==> src/rtl/uart_tx_core.sv <==
// uart_tx_core: UART transmitter with programmable bit period and optional parity (macro UART_TX_PARITY_EN)
module uart_tx_core #(
    parameter int DATA_WIDTH = 8
) (
    input  logic                  CLK,
    input  logic                  RST,
    input  logic [DATA_WIDTH-1:0] P_DATA,
    input  logic                  Data_Valid,
    input  logic                  PAR_EN,
    input  logic                  PAR_TYP,
    input  logic [4:0]            Prescale,
    output logic                  TX_OUT,
    output logic                  busy
);
    localparam int BW = DATA_WIDTH > 1 ? $clog2(DATA_WIDTH) : 1;
    typedef enum logic [2:0] {
        IDLE,
        START,
        DATA,
`ifdef UART_TX_PARITY_EN
        PARITY,
`endif
        STOP
    } state_t;
    state_t                state_q;
    logic [4:0]            cnt_q;
    logic [4:0]            presc_q;
    logic [BW-1:0]         bit_q;
    logic [DATA_WIDTH-1:0] data_q;
    logic                  tx_q;
    logic                  busy_q;
    logic [4:0]            presc_d;
    logic [BW-1:0]         bit_d;
    logic                  bit_done;
    logic                  last_bit;
`ifdef UART_TX_PARITY_EN
    logic                  par_en_q;
    logic                  par_typ_q;
`else
    logic                  unused_par;
    assign unused_par = PAR_EN ^ PAR_TYP;
`endif
    assign presc_d  = Prescale < 5'd4 ? 5'd4 : Prescale;
    assign bit_done = cnt_q == presc_q - 5'd1;
    assign last_bit = bit_q == BW'(DATA_WIDTH - 1);
    assign bit_d    = bit_q + 1'b1;
    assign TX_OUT   = tx_q;
    assign busy     = busy_q;
    // Frame sequencer: every bit lasts presc_q cycles, the counter reloads at each bit boundary
    always_ff @(posedge CLK) begin
        if (RST) begin
            state_q   <= IDLE;
            cnt_q     <= '0;
            presc_q   <= '0;
            bit_q     <= '0;
            data_q    <= '0;
            tx_q      <= 1'b1;
            busy_q    <= 1'b0;
`ifdef UART_TX_PARITY_EN
            par_en_q  <= 1'b0;
            par_typ_q <= 1'b0;
`endif
        end else begin
            case (state_q)
                IDLE: begin
                    if (Data_Valid) begin
                        state_q   <= START;
                        tx_q      <= 1'b0;
                        busy_q    <= 1'b1;
                        cnt_q     <= '0;
                        bit_q     <= '0;
                        data_q    <= P_DATA;
                        presc_q   <= presc_d;
`ifdef UART_TX_PARITY_EN
                        par_en_q  <= PAR_EN;
                        par_typ_q <= PAR_TYP;
`endif
                    end
                end
                START: begin
                    if (bit_done) begin
                        state_q <= DATA;
                        cnt_q   <= '0;
                        bit_q   <= '0;
                        tx_q    <= data_q[0];
                    end else begin
                        cnt_q <= cnt_q + 5'd1;
                    end
                end
                DATA: begin
                    if (bit_done) begin
                        cnt_q <= '0;
                        if (last_bit) begin
`ifdef UART_TX_PARITY_EN
                            if (par_en_q) begin
                                state_q <= PARITY;
                                tx_q    <= (^data_q) ^ par_typ_q;
                            end else
`endif
                            begin
                                state_q <= STOP;
                                tx_q    <= 1'b1;
                            end
                        end else begin
                            bit_q <= bit_d;
                            tx_q  <= data_q[bit_d];
                        end
                    end else begin
                        cnt_q <= cnt_q + 5'd1;
                    end
                end
`ifdef UART_TX_PARITY_EN
                PARITY: begin
                    if (bit_done) begin
                        state_q <= STOP;
                        cnt_q   <= '0;
                        tx_q    <= 1'b1;
                    end else begin
                        cnt_q <= cnt_q + 5'd1;
                    end
                end
`endif
                STOP: begin
                    if (bit_done) begin
                        state_q <= IDLE;
                        cnt_q   <= '0;
                        tx_q    <= 1'b1;
                        busy_q  <= 1'b0;
                    end else begin
                        cnt_q <= cnt_q + 5'd1;
                    end
                end
                default: begin
                    state_q <= IDLE;
                    cnt_q   <= '0;
                    tx_q    <= 1'b1;
                    busy_q  <= 1'b0;
                end
            endcase
        end
    end
endmodule

==> config.mk <==
export PLATFORM = sky130hd
export DESIGN_NAME = uart_tx_core
export DESIGN_NICKNAME = d
export VERILOG_FILES = /design/src/rtl/uart_tx_core.sv
export SDC_FILE = /design/constraint.sdc
export NUM_CORES = 1
export LEC_CHECK = 0
export BUFFER_PORTS_ARGS = -buffer_cell sky130_fd_sc_hd__buf_2
export CORE_MARGIN = 3
export CORE_UTILIZATION = 45
export DETAILED_ROUTE_END_ITERATION = 12
export PLACE_DENSITY = 0.68
export SETUP_SLACK_MARGIN = 0.05
export SYNTH_ARGS = -nofsm -noshare
export SYNTH_HDL_FRONTEND = slang
export SYNTH_SLANG_ARGS = --single-unit
==> constraint.sdc <==
create_clock -name CLK -period 1.7 [get_ports CLK]
set_input_delay 0.17 -clock CLK [delete_from_list [all_inputs] [get_ports CLK]]
set_output_delay 0.17 -clock CLK [all_outputs]
set_load 0.02 [all_outputs]
Word level (Yosys, flattened, before mapping)
Cells that the tools add are included.
{"block": "word_totals", "reg_bits": 26, "inputBits": 18}
{"block": "classes", "add_sub_neg": 3, "order_cmp": 2, "eq_ne": 11, "muxes": 25, "n_bitwise": 1, "reduce_logical": 9}
{"cell": "3-bit 2-to-1 mux", "n": 8}
{"cell": "5-bit 2-to-1 mux", "n": 3}
{"cell": "2-bit != test (second input constant)", "n": 6}
{"cell": "3-bit one-hot mux with 4 select lines", "n": 1}
{"cell": "5-bit one-hot mux with 2 select lines", "n": 1}
{"cell": "5-bit AND reduction", "n": 2}
{"cell": "3-bit one-hot mux with 3 select lines", "n": 1}
{"cell": "1-bit 2-to-1 mux", "n": 8}
{"cell": "3-bit by 2-bit equality test with 1-bit output (second input constant)", "n": 2}
{"cell": "5-bit by 1-bit adder with 5-bit output (second input constant)", "n": 1}
{"cell": "5-bit equality test", "n": 1}
{"cell": "5-bit by 3-bit less-than comparator with 1-bit output (second input constant)", "n": 1}
{"cell": "5-bit by 1-bit subtractor with 5-bit output (second input constant)", "n": 1}
{"cell": "3-bit by 4-bit less-than comparator with 1-bit output (second input constant)", "n": 1}
{"cell": "1-bit one-hot mux with 4 select lines", "n": 1}
{"cell": "4-bit AND reduction", "n": 1}
{"cell": "3-bit by 1-bit adder with 3-bit output (second input constant)", "n": 1}
{"cell": "1-bit binary-select mux with 3-bit select", "n": 1}
{"cell": "3-bit by 1-bit equality test with 1-bit output (second input constant)", "n": 1}
{"cell": "3-bit equality test (second input constant)", "n": 1}
{"cell": "3-bit zero test", "n": 1}
{"cell": "1-bit one-hot mux with 3 select lines", "n": 1}
{"cell": "3-bit AND reduction", "n": 1}
{"cell": "3-bit nonzero test", "n": 1}
{"cell": "other kinds (4)", "n": 4}

Logic depth before layout (Yosys ltp)
{"block": "logic_depth", "word_depth": 6, "mapped_depth": 8, "depth_no_buf": 7}

Least setup slack after synthesis
No wires, ideal clock.
{"block": "synth_timing", "path_type": "reg2reg", "from": "register presc_q[0]", "to": "register busy_q (netlist: busy)", "arrival_time_ns": 1.719, "required_time_ns": 1.584, "path_slack_ns": -0.135, "stages_incl_launch_ff": 9, "n_path_buf": 1, "cell_sequence": "dfxtp_1 inv_1 ha_1 xnor2_1 a211oi_2 o311ai_2 buf_6 a211o_1 o211a_1"}
{"block": "synth_via", "elab_chain_len": 4}
{"element": "start: declaration", "line_no": "27", "source": "logic [4:0] presc_q;"}
{"element": "start signal: assignment", "line_no": "73", "source": "presc_q <= presc_d;"}
{"element": "5-bit by 1-bit subtractor with 5-bit output", "line_no": "44", "source": "assign bit_done = cnt_q == presc_q - 5'd1;"}
{"element": "5-bit equality test", "line_no": "44"}
{"element": "2-bit != test (no line)"}
{"element": "3-bit AND reduction (no line)"}
{"element": "end signal: assignment", "line_no": "58", "source": "busy_q <= 1'b0;"}
{"element": "end signal: assignment", "line_no": "69", "source": "busy_q <= 1'b1;"}
{"element": "end signal: assignment", "line_no": "128", "source": "busy_q <= 1'b0;"}
{"element": "end: declaration", "line_no": "31", "source": "logic busy_q;"}
No other way between the ends.
A chain may end at the register's enable or synchronous reset.

Final worst setup path
{"block": "layout_timing", "from": "register presc_q[0]", "to": "register state_q[0]"}
{"block": "layout_via", "elab_chain_len": 4, "elab_cells_between_ends": 6, "cone_classes": "1 x add/sub; 4 x eq/ne; 1 x reduce/logical"}
{"element": "5-bit by 1-bit subtractor with 5-bit output *", "line_no": "44"}
{"element": "5-bit equality test *", "line_no": "44"}
{"element": "2-bit != test (no line)"}
{"element": "5-bit AND reduction (no line) *"}
{"element": "end signal: assignment", "line_no": "52", "source": "state_q <= IDLE;"}
{"element": "end signal: assignment", "line_no": "67", "source": "state_q <= START;"}
{"element": "end signal: assignment", "line_no": "82", "source": "state_q <= DATA;"}
{"element": "end: declaration", "line_no": "25", "source": "state_t state_q;"}
Every way passes the cells marked *; elsewhere a longest branch is shown, timed or not.

==> flow_summary.json <==
{
  "status": "finished, violations left",
  "violations": "negative setup slack",
  "power.density_nw_per_um2": 1247,
  "vias": 1269,
  "synth_top_family_by_area": "simple AND/OR/NAND/NOR gates",
  "die_h_um": 62.55,
  "reg2regPathDepth": 7,
  "antenna_found_initial": 0,
  "portBuffers": 17,
  "crit_buf_inv": 2,
  "synth_ff_type": "dfxtp_1",
  "clockPowerShare": 0.133,
  "cts_buffer_depth": 2,
  "grt_max_degree": 21,
  "dieArea_um2": 3912,
  "cp_max_fo": 5,
  "hold_depth": 3,
  "pwr-share-comb": 0.508,
  "cts_root_buffer": "clkbuf_4",
  "fin_worst_skew_ns": 0.008668,
  "clock_latency_ns": 0.33,
  "synth.mux.area_fraction": 0.08087,
  "final_core_util": 0.6212,
  "num_io_pins": 20,
  "syn_area_per_cell_um2": 8.565,
  "final_antenna_net_count": 0,
  "min-delay-start": "P_DATA[2]",
  "crit_top_cell": "buf_4",
  "timing.rr.start": "presc_q[0]$_SDFFE_PP0P_",
  "fin_hold_ws_ns": 0.04381,
  "fmax_mhz": 536.6,
  "nets": 233,
  "layout_common_cells": "38 x nand2_1, 20 x dfxtp_1, 20 x buf_4",
  "diodes": 0,
  "ys_ff_latch": 25,
  "cts.sinks": 25,
  "switching_share": 0.3934,
  "die-width_um": 62.55,
  "yosys_warnings": 0,
  "cts.reportedPaths.clkPinSlew_ns": 0.16,
  "crit_path_start": "presc_q[0]$_SDFFE_PP0P_",
  "period_needed_ns": 1.864,
  "hp-class": "in -> reg",
  "synthSimpleGateAreaFrac": 0.2443,
  "setup_ws_ns": -0.1636,
  "drive_gt1_frac": 0.3333,
  "critPathMaxStageDelay_ns": 0.37,
  "rows": 19,
  "final_hold_viol_count": 0,
  "drt-pass1-iter-count": 5,
  "cap_violations": 0,
  "synthAdderAreaFrac": 0.08696,
  "grt_util_all_layers": 0.1725,
  "power_mw": 2.247,
  "slew_viol_final": 0,
  "cts_tree": "built",
  "final.period_utilization": 1.096,
  "cp-end-kind": "flip-flop",
  "drtIter0Drc": 45,
  "coreArea_um2": 2900,
  "area_growth_pct": 25.22,
  "rsz0062_at_grt": "true",
  "switching_power_uw": 884.2,
  "ys_async_sr_fraction": 0,
  "synth_area_um2": 1439,
  "cts_buffers": 3,
  "synthXorXnorAreaFrac": 0.04174,
  "synth_edf_count": 0,
  "slew_headroom": 0.7344,
  "p_seq_frac": 0.359,
  "wl_per_cell_um": 13.19,
  "grt_overflow": 0,
  "ir_drop_mv": 0.7841,
  "p_int_mw": 1.363,
  "yosysSeqAreaShare": 0.3478,
  "synth-compound-area-share": 0.1539,
  "start_util": 0.4961,
  "setup_viol": 12,
  "finalInstanceArea_um2": 1802,
  "worst_pin_slew_ns": 0.3974,
  "synth_fp_nets": 196,
  "place_area_um2": 1719,
  "hold_path_end": "data_q[2]$_SDFFE_PP0P_",
  "critical-path-top-delay-family": "compound AO/OA/AOI/OAI gates",
  "critical_path_class": "reg -> reg",
  "grt_pass1_wl_um": 5499,
  "leakagePower_nw": 0.7499,
  "synth.lib_cells_used.distinct": 40,
  "htree_num_levels": 1,
  "postSynthCellCount": 168,
  "cp_slowest_cell": "a221o_2",
  "wl_um": 3245,
  "start_kind": "flip-flop",
  "first_global_vias": 1248,
  "arrival_ns": 2.09,
  "reg2reg_to": "state_q[0]$_SDFFE_PP0P_",
  "drc": 0,
  "r2r_setup_slack_ns": -0.16,
  "via_per_inst": 5.159,
  "required_ns": 1.93,
  "path_cells": "buf_4 > nor3_2 > xnor2_1 > o311ai_2 > buf_4 > a221o_2 > mux2i_1",
  "final_common_cell": "nand2_1",
  "gp_congestion": 0.8504,
  "dp_hpwl_um": 2484
}
==> cell families after synthesis <==
group / Yosys count
buffers and inverters: 15
DFF: 25
xor gates and xnor gates: 6
AOI/OAI and AO/OA: 31
muxes: 9
and+or+nand+nor: 72
adders and majority gates: 10
==> registers in the layout, indices dropped and copies added (netlist names) <==
| signal | flops |
|---|---|
| data_q | 8 |
| cnt_q | 5 |
| bit_q | 3 |
| busy | 1 |
| presc_q | 5 |
| TX_OUT | 1 |
| state_q | 2 |
==> how the worst max path moves through the flow <==
stage,end,cells after the start
after floorplan,TX_OUT$_SDFFE_PP1P_,6
after global placement,state_q[0]$_SDFFE_PP0P_,8
after detailed placement,bit_q[1]$_SDFFE_PP0P_,8
after CTS,state_q[0]$_SDFFE_PP0P_,8
after global routing,state_q[0]$_SDFFE_PP0P_,8
final,state_q[0]$_SDFFE_PP0P_,7
==> per-stage QoR <==
step                      TNS (ns)  std cells  setup WS, ns
after floorplan           -0.05086        168      -0.05086
after global placement     -0.4768        238      -0.09831
after detailed placement    -1.303        238       -0.1762
after CTS                   -1.265        243       -0.1532
after global routing        -2.618        246       -0.2643
final                       -1.249        246       -0.1636
==> worst min-delay path: stages <==
cell     delay, ns
buf_2         0.09
nand2_1       0.04
a21oi_1       0.05
==> power groups by stage <==
| stage | Clock [mW] | Sequential, mW | Combinational (mW) |
|---|---|---|---|
| after detailed placement | 0 | 0.817 | 1.11 |
| after floorplan | 0 | 0.832 | 0.795 |
| after global placement | 0 | 0.811 | 1.07 |
| after CTS | 0.305 | 0.805 | 1.13 |
| final | 0.299 | 0.806 | 1.14 |
| after global routing | 0.331 | 0.824 | 1.26 |
==> synthesized netlist by cell type (2+ instances only) <==
master / number / area share
or3_1: 2 / 0.0087
nand3_1: 6 / 0.021
mux2i_1: 6 / 0.042
xnor2_1: 3 / 0.018
o311ai_2: 2 / 0.023
nand2_1: 38 / 0.099
nor4_1: 2 / 0.0087
a21oi_1: 17 / 0.059
nand2b_1: 2 / 0.0087
xor2_1: 2 / 0.012
ha_1: 10 / 0.087
mux4_2: 2 / 0.031
nand3b_1: 7 / 0.037
clkbuf_1: 6 / 0.016
inv_1: 7 / 0.018
nor2_1: 6 / 0.016
o211ai_1: 2 / 0.010
dfxtp_1: 25 / 0.35
o21ai_0: 2 / 0.0070
==> layout make-up <==
type / count / area, um^2
Timing Repair Buffer: 40 / 269.0
Fill cell: 265 / 1099
Tap cell: 42 / 52.55
Inverter: 7 / 26.28
Clock buffer: 3 / 22.52
Sequential cell: 25 / 506.7
Clock inverter: 1 / 8.758
Multi-Input combinational cell: 128 / 915.9
==> routing by layer <==
metal | vias to the layer above | track usage | routed length (um)
li1 | 657 | - | -
met1 | 596 | 0.1996 | 1410
met2 | 14 | 0.3236 | 1729
met3 | 2 | 0.04317 | 84
met4 | 0 | 0.02479 | 20
met5 | - | 0 | 0
==> timing repair <==
action                                  in CTS  in global routing
endpoints found under the setup margin      12                 15
hold buffers                                 0                  0
gates resized for setup                      1                  6
buffers inserted                             1                  3
gates cloned                                 0                  0
pin swaps                                    7                  3
Note: power is estimated with default switching activity, not from simulation.
